## src/rtl/eqed_detect_monitor.sv

```systemverilog
// eqed_detect_monitor: compares a golden and a fault-injected copy of a design's
// outputs after a single bit-flip injection, compacts both into MISR signatures,
// and classifies the run as detected (with latency), masked (timeout) or spurious.
//
// Ports:
//   clk, rst        clock (posedge) and synchronous active-high reset
//   start           arm a new run (restarts any run in progress)
//   inj_valid       injection pulse from the one-hot injection decoder
//   inj_idx         index of the flipped FF, valid with inj_valid
//   gold_out        outputs of the fault-free copy
//   dut_out         outputs of the injected copy
//   busy, done      run in progress / verdict available
//   detected        run ended on a mismatch after injection
//   masked          run ended on timeout without mismatch
//   spurious        mismatch seen before or with the injection
//   latency         cycles from injection to first mismatch (TIMEOUT if masked)
//   fault_idx       captured inj_idx
//   gold_sig        golden MISR signature
//   dut_sig         injected-copy MISR signature
//   sig_mismatch    gold_sig != dut_sig (combinational)
module eqed_detect_monitor #(
  parameter int unsigned OUT_W   = 3,
  parameter int unsigned SIG_W   = 6,
  parameter int unsigned IDX_W   = 4,
  parameter int unsigned CNT_W   = 10,
  parameter int unsigned TIMEOUT = 64
) (
  input  logic             clk,
  input  logic             rst,
  input  logic             start,
  input  logic             inj_valid,
  input  logic [IDX_W-1:0] inj_idx,
  input  logic [OUT_W-1:0] gold_out,
  input  logic [OUT_W-1:0] dut_out,
  output logic             busy,
  output logic             done,
  output logic             detected,
  output logic             masked,
  output logic             spurious,
  output logic [CNT_W-1:0] latency,
  output logic [IDX_W-1:0] fault_idx,
  output logic [SIG_W-1:0] gold_sig,
  output logic [SIG_W-1:0] dut_sig,
  output logic             sig_mismatch
);

  localparam logic [SIG_W-1:0] SEED      = SIG_W'(1);
  localparam logic [CNT_W-1:0] TIMEOUT_C = CNT_W'(TIMEOUT);

  typedef enum logic [1:0] {
    IDLE  = 2'd0,
    ARMED = 2'd1,
    TRACK = 2'd2,
    DONE  = 2'd3
  } state_t;

  state_t           state_q, state_d;
  logic [CNT_W-1:0] cnt_q;
  logic             mismatch;

  logic seed_load, misr_en, cap_idx, cnt_init, cnt_inc;
  logic set_det, set_mask, set_spur;

  // One MISR step: even bits 2k take input bit k, bit 0 also takes the feedback.
  function automatic logic [SIG_W-1:0] misr_next(input logic [SIG_W-1:0] s,
                                                 input logic [OUT_W-1:0] din);
    logic [SIG_W-1:0] n;
    n    = '0;
    n[0] = s[SIG_W-1] ^ s[SIG_W-2] ^ din[0];
    for (int j = 1; j < int'(SIG_W); j++) begin
      if ((j % 2 == 0) && (j / 2 < int'(OUT_W)))
        n[j] = s[j-1] ^ din[j/2];
      else
        n[j] = s[j-1];
    end
    return n;
  endfunction

  assign mismatch     = (gold_out != dut_out);
  assign sig_mismatch = (gold_sig != dut_sig);

  // State register
  always_ff @(posedge clk) begin
    if (rst) state_q <= IDLE;
    else     state_q <= state_d;
  end

  // Next-state and datapath control; start overrides everything else
  always_comb begin
    state_d   = state_q;
    seed_load = 1'b0;
    misr_en   = 1'b0;
    cap_idx   = 1'b0;
    cnt_init  = 1'b0;
    cnt_inc   = 1'b0;
    set_det   = 1'b0;
    set_mask  = 1'b0;
    set_spur  = 1'b0;
    if (start) begin
      state_d   = ARMED;
      seed_load = 1'b1;
    end else begin
      unique case (state_q)
        ARMED: begin
          misr_en = 1'b1;
          if (mismatch) begin
            state_d  = DONE;
            set_spur = 1'b1;
          end else if (inj_valid) begin
            state_d  = TRACK;
            cap_idx  = 1'b1;
            cnt_init = 1'b1;
          end
        end
        TRACK: begin
          misr_en = 1'b1;
          if (mismatch) begin
            state_d = DONE;
            set_det = 1'b1;
          end else if (cnt_q == TIMEOUT_C) begin
            state_d  = DONE;
            set_mask = 1'b1;
          end else begin
            cnt_inc = 1'b1;
          end
        end
        default: ;
      endcase
    end
  end

  // Registered outputs, signatures and the injection-relative cycle counter
  always_ff @(posedge clk) begin
    if (rst) begin
      busy      <= 1'b0;
      done      <= 1'b0;
      detected  <= 1'b0;
      masked    <= 1'b0;
      spurious  <= 1'b0;
      latency   <= '0;
      fault_idx <= '0;
      gold_sig  <= SEED;
      dut_sig   <= SEED;
      cnt_q     <= '0;
    end else begin
      busy <= (state_d == ARMED) || (state_d == TRACK);
      done <= (state_d == DONE);
      if (seed_load) begin
        detected  <= 1'b0;
        masked    <= 1'b0;
        spurious  <= 1'b0;
        latency   <= '0;
        fault_idx <= '0;
        gold_sig  <= SEED;
        dut_sig   <= SEED;
        cnt_q     <= '0;
      end else begin
        if (misr_en) begin
          gold_sig <= misr_next(gold_sig, gold_out);
          dut_sig  <= misr_next(dut_sig, dut_out);
        end
        if (cap_idx) fault_idx <= inj_idx;
        // cnt holds the TRACK-cycle number, so it is 1 in the first TRACK cycle
        if (cnt_init) cnt_q <= CNT_W'(1);
        if (cnt_inc)  cnt_q <= cnt_q + CNT_W'(1);
        if (set_det) begin
          detected <= 1'b1;
          latency  <= cnt_q;
        end
        if (set_mask) begin
          masked  <= 1'b1;
          latency <= TIMEOUT_C;
        end
        if (set_spur) spurious <= 1'b1;
      end
    end
  end

endmodule
```

## config.mk

```make
export PLATFORM = sky130hd
export DESIGN_NAME = eqed_detect_monitor
export DESIGN_NICKNAME = d
export VERILOG_FILES = /design/src/rtl/eqed_detect_monitor.sv
export SDC_FILE = /design/constraint.sdc
export NUM_CORES = 1
export LEC_CHECK = 0
export ABC_CLOCK_PERIOD_IN_PS = 2300
export CAP_MARGIN = 5
export CORE_MARGIN = 4
export CORE_UTILIZATION = 50
export DETAILED_ROUTE_END_ITERATION = 10
export GPL_TIMING_DRIVEN = 0
export PLACE_DENSITY = 0.77
export SYNTH_ARGS = -nofsm -noshare
export SYNTH_HDL_FRONTEND = slang
export SYNTH_SLANG_ARGS = --single-unit
```

## constraint.sdc

```tcl
create_clock -name clk -period 2.3 [get_ports clk]
set_clock_uncertainty 0.2 [all_clocks]
set_input_delay 0.46 -clock clk [delete_from_list [all_inputs] [get_ports clk]]
set_output_delay 0.46 -clock clk [all_outputs]
set_load 0.01 [all_outputs]
```

==> flow_summary.json, run 1 <==
{
  "run_status": "completed",
  "crit_path_max_cell_delay_ps": 470,
  "postSynthAreaPerCell_um2": 9.31,
  "comb_power_share_pct": 14.1,
  "hold_ws_ps": 263,
  "timing_hold_violations_final": 0,
  "routabilityCongestion": 0.838,
  "yosys.area.top_type_share_pct": 40.0,
  "period_minus_slack_ps": 2190,
  "final_max_slew_viol_count": 0,
  "critical_path_type": "primary input to flop",
  "clk_pin_slew_ps": 80,
  "timing.max_slew.rel_slack_pct": 65.7,
  "die_h_um": 73.6,
  "wl_per_cell_um": 14.3,
  "pre_cts_slack_ps": -255,
  "cts.sinks": 43,
  "gr-total-overflow": 0,
  "share_seq_of_total_power_pct": 53.3,
  "portBuffers": 44,
  "clock_tree.root_cell": "sky130_fd_sc_hd__clkbuf_8",
  "cts-buffers-inserted": 5,
  "die-area_mm2": 0.00541,
  "yosys.cell_types.count": 45,
  "dr.pass1.iters": 4,
  "top_level_ports": 46,
  "layout-area-overhead-vs-synth_pct": 28.4,
  "number_of_vias_after_detailed_routing": 1851,
  "detailed_place_hpwl_um": 3510,
  "timing.critical_path.cells": "clkdlybuf4s50_1, xnor2_2, and3_1, or3_1, nand3_1, ha_1, nor2b_1",
  "leakagePower_nw": 0.993,
  "drv_cap": 0,
  "diodes": 0,
  "routed_antenna_nets": 0,
  "grt_pass1_vias": 1726,
  "cts-root-to-sink-buffers": 2,
  "timing.critical_path.required_ps": 2290,
  "switching_share_pct": 26.3,
  "route.met2.wl_um": 2130,
  "cp_data_arrival_time_ps": 2180,
  "clkLatencyLatePin_ps": 290,
  "drive_above_1_share_pct": 9.82,
  "worstHoldPathType": "primary input to flop",
  "route.final.wire_length_um": 4790,
  "cpLargestDelayFamily": "simple AND/OR/NAND/NOR gates",
  "synth_async_sr_flop_share_pct": 0,
  "path_max_fanout": 7,
  "placed_area_mm2": 0.00265,
  "grt_start_max_net_pins": 15,
  "row_count": 23,
  "detailedRoute.firstIterationViolations": 134,
  "met1_length_um": 2220,
  "grt_setup_unrepaired": "false",
  "cp-end-kind": "flop",
  "avgViaCountPerCell": 5.53,
  "detail_route.drc_violations": 0,
  "setup.worst_path.start_class": "primary input",
  "net_switching_component_of_the_power_w": 0.000381,
  "antenna_found_initial": 0,
  "design.final.nets": 304,
  "p_int_w": 0.00107,
  "ys_ff_latch": 43,
  "length_of_routed_met3_wiring_um": 373,
  "track_usage_pct": 18.9,
  "timing.fmax_mhz": 456,
  "synth_top_cells_by_area": "sky130_fd_sc_hd__dfxtp_1 (40%), sky130_fd_sc_hd__mux2i_1 (8.8%), sky130_fd_sc_hd__nor2_1 (6.1%), sky130_fd_sc_hd__ha_1 (3.5%), sky130_fd_sc_hd__xnor2_1 (3.3%)",
  "postLayoutCoreUtil_pct": 67.6,
  "synth_flop_cell": "sky130_fd_sc_hd__dfxtp_1",
  "yosys_warnings": 0,
  "synth_fp_nets": 251,
  "finalSetupViolations": 0,
  "timing.critical_path.slowest_stage_cell": "sky130_fd_sc_hd__clkdlybuf4s50_1",
  "design_power_total_w": 0.00145,
  "postLayoutSetupSlackWorst_ps": 107,
  "sequential_area_share_after_synthesis_pct": 40.0,
  "critical_path_buf_inv_count": 1,
  "worst_slew_pin_slew_ps": 514,
  "topRoutingLayerUsed": "met4",
  "finalInstanceArea_mm2": 0.00276,
  "fin_crit_sh_pct": 95.4,
  "pwr-share-clk_pct": 32.6,
  "vdd_ir_max_mv": 0.356,
  "grt_first_pass_wirelength_um": 7970,
  "yosys.area.top_type": "sky130_fd_sc_hd__dfxtp_1",
  "cts_tree": "done",
  "h-tree-depth": 2,
  "initial_core_util_pct": 52.6,
  "die_w_um": 73.6,
  "power_density_mw_per_mm2": 525,
  "post_synth_inst_count": 231,
  "synth.cell_area_mm2": 0.00215,
  "coreArea_mm2": 0.00409,
  "synth-edff-count": 0
}
==> metrics by stage <==
| step | cells | TNS [ps] |
|---|---|---|
| 3_5_place_dp | 325 | -5040 |
| 2_1_floorplan | 231 | 0 |
| 6_report | 335 | 0 |
| 3_3_place_gp | 325 | -4370 |
| 4_1_cts | 333 | 0 |
| 5_1_grt | 335 | 0 |
==> power groups by stage <==
| stage | logic [W] | registers (W) | clock network [W] |
|---|---|---|---|
| 3_3_place_gp | 0.000204 | 0.000789 | 0 |
| 6_report | 0.000205 | 0.000772 | 0.000473 |
| 3_5_place_dp | 0.000206 | 0.000789 | 0 |
| 5_1_grt | 0.000226 | 0.000774 | 0.000512 |
| 4_1_cts | 0.000203 | 0.000772 | 0.000490 |
| 2_1_floorplan | 0.000118 | 0.000792 | 0 |
==> area by class of cell <==
| cell class | count | area (um2) |
|---|---|---|
| clock buffer | 5 | 68.8 |
| buffer | 12 | 61.3 |
| inverter | 10 | 37.5 |
| timing repair buffer | 46 | 454 |
| clock inverter | 3 | 20.0 |
| sequential | 43 | 861 |
| fill | 341 | 1330 |
| multi-input combinational | 166 | 1200 |
| tap | 50 | 62.6 |
==> synthesized netlist by cell type, types with 3 or more instances <==
| master | count |
|---|---|
| sky130_fd_sc_hd__xor2_1 | 8 |
| sky130_fd_sc_hd__o21ai_1 | 4 |
| sky130_fd_sc_hd__o211ai_1 | 4 |
| sky130_fd_sc_hd__nand4_1 | 6 |
| sky130_fd_sc_hd__inv_1 | 10 |
| sky130_fd_sc_hd__xnor2_1 | 8 |
| sky130_fd_sc_hd__a21oi_1 | 9 |
| sky130_fd_sc_hd__nor2_1 | 35 |
| sky130_fd_sc_hd__xnor2_2 | 3 |
| sky130_fd_sc_hd__a31oi_1 | 4 |
| sky130_fd_sc_hd__nor4_1 | 5 |
| sky130_fd_sc_hd__nor2b_1 | 4 |
| sky130_fd_sc_hd__ha_1 | 6 |
| sky130_fd_sc_hd__dfxtp_1 | 43 |
| sky130_fd_sc_hd__mux2i_1 | 19 |
| sky130_fd_sc_hd__nand3_1 | 8 |
| sky130_fd_sc_hd__clkbuf_1 | 4 |
| sky130_fd_sc_hd__o21a_1 | 3 |
| sky130_fd_sc_hd__nand2_1 | 7 |
| sky130_fd_sc_hd__o31ai_1 | 3 |
| sky130_fd_sc_hd__buf_2 | 5 |
==> path summary, 6_finish.rpt <==
kind | startpoint | endpoint | slack, ps | cells after the start
worst max-delay path | dut_out[2] | busy$_SDFF_PP0_ | 110 | 7
worst min-delay path | start | state_q[1]$_SDFF_PP0_ | 260 | 2
worst max register to register | state_q[0]$_SDFF_PP0_ | busy$_SDFF_PP0_ | 160 | 9
worst min register to register | masked$_SDFFE_PP0P_ | masked$_SDFFE_PP0P_ | 290 | 2
==> cell families (layout without fill, tap and decap cells) <==
group | count (synthesis) | count (layout) | share of synthesized area, %
multiplexers | 19 | 19 | 8.84
AND/OR/NAND/NOR | 79 | 79 | 19.8
AO/OA/AOI/OAI | 43 | 43 | 14.5
adder cells (fa/ha/maj) | 6 | 6 | 3.49
flip-flops | 43 | 43 | 40.0
buffers and inverters | 22 | 76 | 4.48
XOR/XNOR | 19 | 19 | 8.78
==> flip-flops by register name, summed over array words and instances, names as in the netlist <==
register and count:
busy 1, fault_idx 4, detected 1, gold_sig 6
state_q 2, latency 10, dut_sig 6, spurious 1
cnt_q 10, done 1, masked 1
==> per-layer routing <==
metal,global-route usage (%),vias up
li1,-,931
met1,24.3,856
met2,29.5,58
met3,6.43,6
met4,6.64,0
met5,0,-
==> repair_timing <==
item / 4_1_cts / 5_1_grt
endpoints found under the setup margin: 1 / 13
gates resized for setup: 1 / 3
pin swaps: 0 / 2
hold buffers: 0 / 0
buffers inserted: 0 / 2
==> cell usage in the layout (no fill, tap or decap), types with 3 or more instances in the layout <==
cell type | netlist | routed
sky130_fd_sc_hd__a31oi_1 | 4 | 4
sky130_fd_sc_hd__xnor2_1 | 8 | 8
sky130_fd_sc_hd__nor4_1 | 5 | 5
sky130_fd_sc_hd__dfxtp_1 | 43 | 43
sky130_fd_sc_hd__nand2_1 | 7 | 7
sky130_fd_sc_hd__o211ai_1 | 4 | 4
sky130_fd_sc_hd__nand4_1 | 6 | 6
sky130_fd_sc_hd__clkbuf_1 | 4 | 4
sky130_fd_sc_hd__ha_1 | 6 | 5
sky130_fd_sc_hd__nor2b_1 | 4 | 4
sky130_fd_sc_hd__a21oi_1 | 9 | 9
sky130_fd_sc_hd__clkdlybuf4s50_1 | 0 | 43
sky130_fd_sc_hd__buf_4 | 2 | 5
sky130_fd_sc_hd__mux2i_1 | 19 | 19
sky130_fd_sc_hd__buf_2 | 5 | 4
sky130_fd_sc_hd__xor2_1 | 8 | 8
sky130_fd_sc_hd__nand3_1 | 8 | 8
sky130_fd_sc_hd__xnor2_2 | 3 | 3
sky130_fd_sc_hd__inv_1 | 10 | 10
sky130_fd_sc_hd__o21ai_1 | 4 | 4
sky130_fd_sc_hd__o31ai_1 | 3 | 3
sky130_fd_sc_hd__nor2_1 | 35 | 35
sky130_fd_sc_hd__clkbuf_8 | 0 | 5
sky130_fd_sc_hd__o21a_1 | 3 | 3
(Power assumes the default switching activity.)
==> run 2, diff against run 1 <==
Settings changed: DONT_BUFFER_PORTS set to 1, PLACE_DENSITY 0.77 to 0.63.
==> flow_summary.json, run 2 (same netlist as run 1, synthesis figures left out) <==
{
  "cts.sinks": 43,
  "vdd_ir_max_mv": 0.343,
  "power_density_mw_per_mm2": 605,
  "track_usage_pct": 18.5,
  "grt_setup_unrepaired": "false",
  "coreArea_mm2": 0.00409,
  "pre_cts_slack_ps": 89.8,
  "leakagePower_nw": 0.830,
  "critical_path_type": "flop to flop",
  "clock_tree.root_cell": "sky130_fd_sc_hd__clkbuf_8",
  "initial_core_util_pct": 52.6,
  "detail_route.drc_violations": 0,
  "die_w_um": 73.6,
  "cts-root-to-sink-buffers": 2,
  "period_minus_slack_ps": 2150,
  "cts_setup_buffers": 0,
  "top_level_ports": 46,
  "route.final.wire_length_um": 4580,
  "multi_input_area_mm2": 0.00121,
  "wl_per_cell_um": 15.8,
  "filler_cell_count": 397,
  "routabilityCongestion": 0.828,
  "path_max_fanout": 5,
  "area.sequential_um2": 862,
  "cts-buffers-inserted": 5,
  "worstHoldPathType": "primary input to flop",
  "cp_data_arrival_time_ps": 2110,
  "number_of_vias_after_detailed_routing": 1629,
  "timing.critical_path.required_ps": 2270,
  "die_h_um": 73.6,
  "clkLatencyLatePin_ps": 300,
  "row_count": 23,
  "finalSetupViolations": 0,
  "biggestRegsByFlops": "cnt_q: 10 flops, latency: 10 flops",
  "timing.fmax_mhz": 466,
  "gr-total-overflow": 0,
  "grt_pass1_vias": 1534,
  "layout-area-overhead-vs-synth_pct": 8.26,
  "h-tree-depth": 2,
  "postLayoutCoreUtil_pct": 57.0,
  "design.final.nets": 259,
  "final_cell_mix": "sky130_fd_sc_hd__dfxtp_1 (42), sky130_fd_sc_hd__nor2_1 (35), sky130_fd_sc_hd__mux2i_1 (19), sky130_fd_sc_hd__inv_1 (10), sky130_fd_sc_hd__a21oi_1 (9)",
  "grt_first_pass_wirelength_um": 7670,
  "timing.max_slew.rel_slack_pct": 65.4,
  "routed_antenna_nets": 0,
  "avgViaCountPerCell": 5.62,
  "dr.pass1.iters": 4,
  "grt_start_max_net_pins": 15,
  "worst_slew_pin_slew_ps": 518,
  "final_max_slew_viol_count": 0,
  "portBuffers": 0,
  "diodes": 0,
  "detailed_place_hpwl_um": 3270,
  "antenna_found_initial": 0,
  "fin_crit_sh_pct": 93.3,
  "fin_tns_setup_ps": 0,
  "postLayoutSetupSlackWorst_ps": 154,
  "detailedRoute.firstIterationViolations": 69,
  "cp-end-kind": "flop",
  "final_common_cell": "sky130_fd_sc_hd__dfxtp_1",
  "drv_cap": 0,
  "setup.worst_path.start_class": "flop",
  "timing_hold_violations_final": 0,
  "hold_ws_ps": 18.8,
  "run_status": "completed",
  "clk_pin_slew_ps": 80,
  "drive_above_1_share_pct": 11.3,
  "placedCellCount": 281,
  "die-area_mm2": 0.00541,
  "post_layout_nonfiller_instances": 290,
  "r2r_setup_slack_ps": 150,
  "cts_tree": "done"
}
-- run 2: timing repair --
item                                    in CTS  in global routing
hold buffers                                 0                  1
gates resized for setup                      0                  4
endpoints found under the setup margin       0                  2
endpoints found under the hold margin        0                  2
-- run 2: area by class of cell --
| cell class | count | share of cell area, % |
|---|---|---|
| inverters | 10 | 1.61 |
| plain buffers | 12 | 2.63 |
| clock buffers | 5 | 2.96 |
| well taps | 50 | 2.69 |
| repair buffers | 1 | 0.430 |
| flip-flops and latches | 43 | 37.0 |
| multi-input cells | 166 | 51.8 |
| clock inverters | 3 | 0.860 |
-- run 2: routing by layer --
metal | share of wire (%) | up-vias | global-route usage [%]
li1 | - | 833 | -
met1 | 49 | 747 | 26.1
met2 | 42 | 40 | 24.7
met3 | 7.4 | 9 | 7.80
met4 | 1.9 | 0 | 7.24
met5 | 0 | - | 0
-- run 2: report_power, final --
group	leakage [nW]	switching, W	internal [W]	total, W
registers	0.348	0.0000210	0.000758	0.000779
clock network	0.0402	0.000270	0.000211	0.000481
logic	0.442	0.0000853	0.0000639	0.000149
total	0.830	0.000376	0.00103	0.00141
-- run 2: critical path, stage by stage, from the launching register on --
cell,delay (ps)
sky130_fd_sc_hd__dfxtp_1,440
sky130_fd_sc_hd__ha_1,260
sky130_fd_sc_hd__nor2b_1,190
sky130_fd_sc_hd__nand4_1,270
sky130_fd_sc_hd__o211ai_1,450
sky130_fd_sc_hd__o221ai_1,190
-- run 2: through the flow --
stage | power, W | area (um2)
floorplan | 0.000910 | 2150
global placement | 0.000938 | 2210
CTS | 0.00143 | 2300
detailed placement | 0.000938 | 2210
global route | 0.00149 | 2330
finish | 0.00141 | 2330
-- run 2: worst paths after layout --
path	startpoint	end	cells after the start
max	state_q[1]$_SDFF_PP0_	cnt_q[9]$_SDFFE_PP0P_	5
min	rst	busy$_SDFF_PP0_	1
max reg2reg	state_q[1]$_SDFF_PP0_	cnt_q[9]$_SDFFE_PP0P_	5
min reg2reg	detected$_SDFFE_PP0P_	detected$_SDFFE_PP0P_	2
==> run 3, diff against run 2 <==
Settings changed: ABC_CLOCK_PERIOD_IN_PS 2300 to 2600.
Clock period 2.3 ns to 2.6 ns, I/O delays scaled along.
==> flow_summary.json, run 3 (same netlist as run 1, synthesis figures left out) <==
{
  "run_status": "completed",
  "timing.critical_path.slowest_stage_cell": "sky130_fd_sc_hd__dfxtp_1",
  "critical_path_type": "flop to flop",
  "reg2reg_to": "busy$_SDFF_PP0_",
  "dr.pass1.iters": 4,
  "final_common_cell": "sky130_fd_sc_hd__dfxtp_1",
  "cp-end-kind": "flop",
  "avgViaCountPerCell": 5.68,
  "clock_tree.root_cell": "sky130_fd_sc_hd__clkbuf_8",
  "design.final.nets": 258,
  "leakagePower_nw": 0.825,
  "die_w_um": 73.6,
  "final_max_slew_viol_count": 0,
  "finalInstanceArea_mm2": 0.00230,
  "setup.worst_path.start_class": "flop",
  "timing_hold_violations_final": 0,
  "timing.hold.worst.start": "rst",
  "finalSetupViolations": 0,
  "detail_route.drc_violations": 0,
  "cp_data_arrival_time_ps": 2240,
  "post_cts_resize_count": 0,
  "wl_per_cell_um": 15.8,
  "coreArea_mm2": 0.00409,
  "vdd_ir_max_mv": 0.303,
  "timing.max_slew.rel_slack_pct": 65.5,
  "die_h_um": 73.6,
  "final_cell_mix": "sky130_fd_sc_hd__dfxtp_1 (43), sky130_fd_sc_hd__nor2_1 (35), sky130_fd_sc_hd__mux2i_1 (19), sky130_fd_sc_hd__inv_1 (10), sky130_fd_sc_hd__a21oi_1 (9)",
  "grt_pass1_vias": 1534,
  "timing.fmax_mhz": 447,
  "critical_path.most_common_cell": "sky130_fd_sc_hd__ha_1",
  "path_max_fanout": 10,
  "drv_cap": 0,
  "regToRegStartpoint": "state_q[0]$_SDFF_PP0_",
  "r2r_setup_slack_ps": 360,
  "cts.sinks": 43,
  "holdBufCountCts": 0,
  "h-tree-depth": 2,
  "fin_tns_setup_ps": 0,
  "grt_setup_unrepaired": "false",
  "r2r.worst_path.cells": 9,
  "diodes": 0,
  "fin_crit_sh_pct": 86.0,
  "cts_setup_buffers": 0,
  "timing.critical_path.required_ps": 2600,
  "worst_slew_pin_slew_ps": 518,
  "biggestRegsByFlops": "cnt_q: 10 flops, latency: 10 flops",
  "top_level_ports": 46,
  "timing.critical_path.cells": "inv_1, ha_1, buf_2, nor2_1, o21ai_0, a21oi_1, nand3_1, ha_1, nor2b_1",
  "worstHoldPathType": "primary input to flop",
  "number_of_vias_after_detailed_routing": 1641,
  "hold-path-endpoint": "state_q[0]$_SDFF_PP0_",
  "gr-total-overflow": 0,
  "route.final.wire_length_um": 4570,
  "placed_area_mm2": 0.00221,
  "routabilityCongestion": 0.828,
  "grt_first_pass_wirelength_um": 7670,
  "die-area_mm2": 0.00541,
  "cts-root-to-sink-buffers": 2,
  "grt_start_max_net_pins": 15,
  "drive_above_1_share_pct": 10.5,
  "detailedRoute.firstIterationViolations": 76,
  "critical_path_buf_inv_count": 2,
  "crit_path_max_cell_delay_ps": 370,
  "period_minus_slack_ps": 2240,
  "row_count": 23,
  "clk_pin_slew_ps": 80,
  "clkLatencyLatePin_ps": 300,
  "cts-buffers-inserted": 5,
  "power_density_mw_per_mm2": 539,
  "layout-area-overhead-vs-synth_pct": 7.04,
  "cpLargestDelayFamily": "adder cells",
  "antenna_found_initial": 0,
  "min_delay_path_depth": 1,
  "cts_tree": "done",
  "filler_cell_count": 401,
  "routed_antenna_nets": 0,
  "detailed_place_hpwl_um": 3270,
  "track_usage_pct": 18.5,
  "initial_core_util_pct": 52.6,
  "portBuffers": 0
}
run 3: cell types whose count changed in the layout (fill, tap and decap cells not counted), sizes merged:
cell	change
dlygate4sd3	-1
run 3: layout make-up:
class                      instances  area [um2]  share of cell area (%)
buffer                            12        58.8                    2.55
clock buffer                       5        68.8                    2.99
clock inverter                     3        20.0                   0.870
inverter                          10        37.5                    1.63
multi-input combinational        166        1190                    51.8
sequential                        43         861                    37.4
tap                               50        62.6                    2.72
run 3: routing by layer:
metal  vias up  routed length (um)  track usage, %
met2        45                1920            24.7
met5         -                   0               0
li1        832                   -               -
met1       755                2220            26.1
met4         0                  85            7.24
met3         9                 347            7.80
run 3: per-stage QoR:
step           setup slack [ps]  power [W]  utilization [%]  std cells  hold slack, ps
3_5_place_dp                390   0.000830             54.2        281             328
4_1_cts                     371    0.00126             56.3        289            62.2
3_3_place_gp                403   0.000830             54.2        281             327
5_1_grt                     208    0.00131             56.3        289            51.9
2_1_floorplan               569   0.000805                -        231             304
6_report                    364    0.00124             56.3        289            74.7
run 3: power breakdown:
| group | internal, W | switching, W |
|---|---|---|
| Clock | 0.000187 | 0.000239 |
| Sequential | 0.000670 | 0.0000184 |
| Combinational | 0.0000520 | 0.0000741 |
| Total | 0.000909 | 0.000332 |
run 3: how the worst max path moves through the flow:
stage | cells after the start | endpoint | slack, ps | from
after floorplan | 9 | busy$_SDFF_PP0_ | 570 | state_q[0]$_SDFF_PP0_
after global placement | 9 | busy$_SDFF_PP0_ | 400 | state_q[0]$_SDFF_PP0_
after detailed placement | 9 | busy$_SDFF_PP0_ | 390 | state_q[0]$_SDFF_PP0_
after CTS | 9 | busy$_SDFF_PP0_ | 370 | state_q[0]$_SDFF_PP0_
after global routing | 9 | busy$_SDFF_PP0_ | 210 | state_q[0]$_SDFF_PP0_
final | 9 | busy$_SDFF_PP0_ | 360 | state_q[0]$_SDFF_PP0_
==> RTL change (settings of run 1) <==
Reset style: asynchronous (`rst`), changed in 2 clocked blocks. Comments in the files are not updated.
--- a/src/rtl/eqed_detect_monitor.sv
+++ b/src/rtl/eqed_detect_monitor.sv
@@ -80,7 +80,7 @@
   assign sig_mismatch = (gold_sig != dut_sig);
 
   // State register
-  always_ff @(posedge clk) begin
+  always_ff @(posedge clk or posedge rst) begin
     if (rst) state_q <= IDLE;
     else     state_q <= state_d;
   end
@@ -130,7 +130,7 @@
   end
 
   // Registered outputs, signatures and the injection-relative cycle counter
-  always_ff @(posedge clk) begin
+  always_ff @(posedge clk or posedge rst) begin
     if (rst) begin
       busy      <= 1'b0;
       done      <= 1'b0;
Function: differs if rst is asserted again (counterexample within 4 cycles, from zero or initial values and one cycle with rst high); with rst held inactive, the same outputs for 10 cycles.
==> RTL change against run 1 <==
Worst setup slack worse by 0.067 ns. Wire length up 8.4%. Fmax is 3.0% lower. Count of clock-buffer cells in the layout stayed put. Critical path depth stayed put. Sequential cell count is the same. Area after synthesis is 3.3% higher. Worst hold slack improved by 0.037 ns. Design area increased by 10%.
Power is not compared: it rests on default switching activity, and its combinational part moved more than twofold at a synthesized area within 25%.
==> RTL change: results (changes against run 1) <==
- Status: complete, no violations (unchanged)
- Post-synthesis sequential area ratio: 0.486 (was 0.400)
- DR vias: 1865 (was 1851)
- First-pass GRT wire length: 8610 µm (was 7970 µm)
- Most frequent cells after synthesis: 41 x dfrtp_1, 27 x nor2_1, 13 x xnor2_1 (was 43 x dfxtp_1, 35 x nor2_1, 19 x mux2i_1)
- Largest net degree at the start of global routing: 44 (was 15)
- Rel. slew slack: 0.419 (was 0.657)
- Reg2Reg Setup Slack: 0.06 ns (was 0.16 ns)
- Nets: 295 (was 304)
- IO Port Bufs: 45 (was 44)
- Final Wtd Congestion: 0.831 (was 0.838)
- Synthesis warning total: 0 (unchanged)
- Share of cells above drive strength 1: 0.185 (was 0.0982)
- Syn_nets: 231 (was 251)
- R2R Path End: busy (unchanged)
- Tightest Hold Check Type: reg -> reg (was in -> reg)
- Initial drt markers: 129 (was 134)
- CP peak stage delay: 0.51 ns (was 0.47 ns)
- Avg WL per Cell: 15.9 µm (was 14.3 µm)
- Hold wc startpoint: masked (was start)
- Post-synth ARST share: 1.00 (was 0)
- Ys flop type: dfrtp_1 (was dfxtp_1)
- Critical path arrival: 2.25 ns (was 2.18 ns)
- Total GRT Usage: 0.204 (was 0.189)
- Cell family with most CP delay: buffers and inverters (was simple AND/OR/NAND/NOR gates)
- Worst setup path startpoint: dut_out[0] (was dut_out[2])
- Initial antenna violation count: 0 (unchanged)
- Vias in the first global route: 1744 (was 1726)
RTL change: cell count changes after synthesis, moves of 5 or more:
cell,before,now
nor2_1,35,27
xnor2_1,8,13
dfxtp_1,43,0
a32o_1,0,10
dfrtp_1,0,41
mux2i_1,19,10
a221o_1,0,5
RTL change: layout make-up:
cell class,instances,area (µm²),share of cell area
clock inverters,3,67.6,0.0222
clock buffers,5,68.8,0.0226
plain buffers,11,63.8,0.0210
well taps,50,62.6,0.0206
flip-flops and latches,43,1080,0.356
inverters,9,33.8,0.0111
repair buffers,57,543,0.179
multi-input cells,148,1120,0.368
RTL change: power groups by stage:
| stage | Clock, mW | Combinational (mW) | Sequential, mW |
|---|---|---|---|
| 6_report | 0.701 | 1.19 | 1.04 |
| 5_1_grt | 0.743 | 1.32 | 1.06 |
| 4_1_cts | 0.711 | 1.14 | 1.04 |
| 3_5_place_dp | 0 | 1.13 | 1.05 |
| 3_3_place_gp | 0 | 1.11 | 1.05 |
| 2_1_floorplan | 0 | 0.667 | 1.08 |
RTL change: cell families (layout without fill, tap and decap cells):
logic type               Yosys count  after routing  synth area share
AO/OA/AOI/OAI                     45             45             0.159
XOR/XNOR                          22             22            0.0868
adder cells (fa/ha/maj)            6              6            0.0338
buffers and inverters             20             85            0.0377
flip-flops                        43             43             0.486
multiplexers                      10             10            0.0451
AND/OR/NAND/NOR                   65             65             0.152
RTL change: what timing repair did:
action | in CTS | in global routing
hold buffers | 0 | 0
resized for setup | 10 | 18
hold endpoints to repair | 0 | 0
endpoints found under the setup margin | 13 | 20
setup buffers | 4 | 8
pin swaps | 2 | 6
RTL change: worst min path at each step:
stage	endpoint	slack, ns	cells after the start
floorplan	dut_sig[0]	0.32	2
global placement	masked	0.28	2
detailed placement	masked	0.29	2
CTS	masked	0.30	2
global route	dut_sig[0]	0.34	2
finish	masked	0.30	2
RTL change: routing by layer:
metal / GRT usage / up-vias / wire, µm
met4: 0.0692 / 0 / 62
met1: 0.296 / 897 / 2450
met3: 0.0601 / 7 / 367
met5: 0 / - / 0
li1: - / 901 / -
met2: 0.292 / 60 / 2310
RTL change: per-stage QoR:
| stage | cell area [µm²] | setup WS (ns) | cells | TNS (ns) | hold slack [ns] |
|---|---|---|---|---|---|
| 4_1_cts | 2940 | 0.000292 | 318 | 0 | 0.302 |
| 3_3_place_gp | 2730 | -0.497 | 306 | -16.62 | 0.276 |
| 3_5_place_dp | 2730 | -0.476 | 306 | -8.32 | 0.287 |
| 6_report | 3040 | 0.0398 | 326 | 0 | 0.300 |
| 5_1_grt | 3040 | -0.0519 | 326 | -0.0519 | 0.343 |
| 2_1_floorplan | 2220 | 0.153 | 211 | 0 | 0.321 |
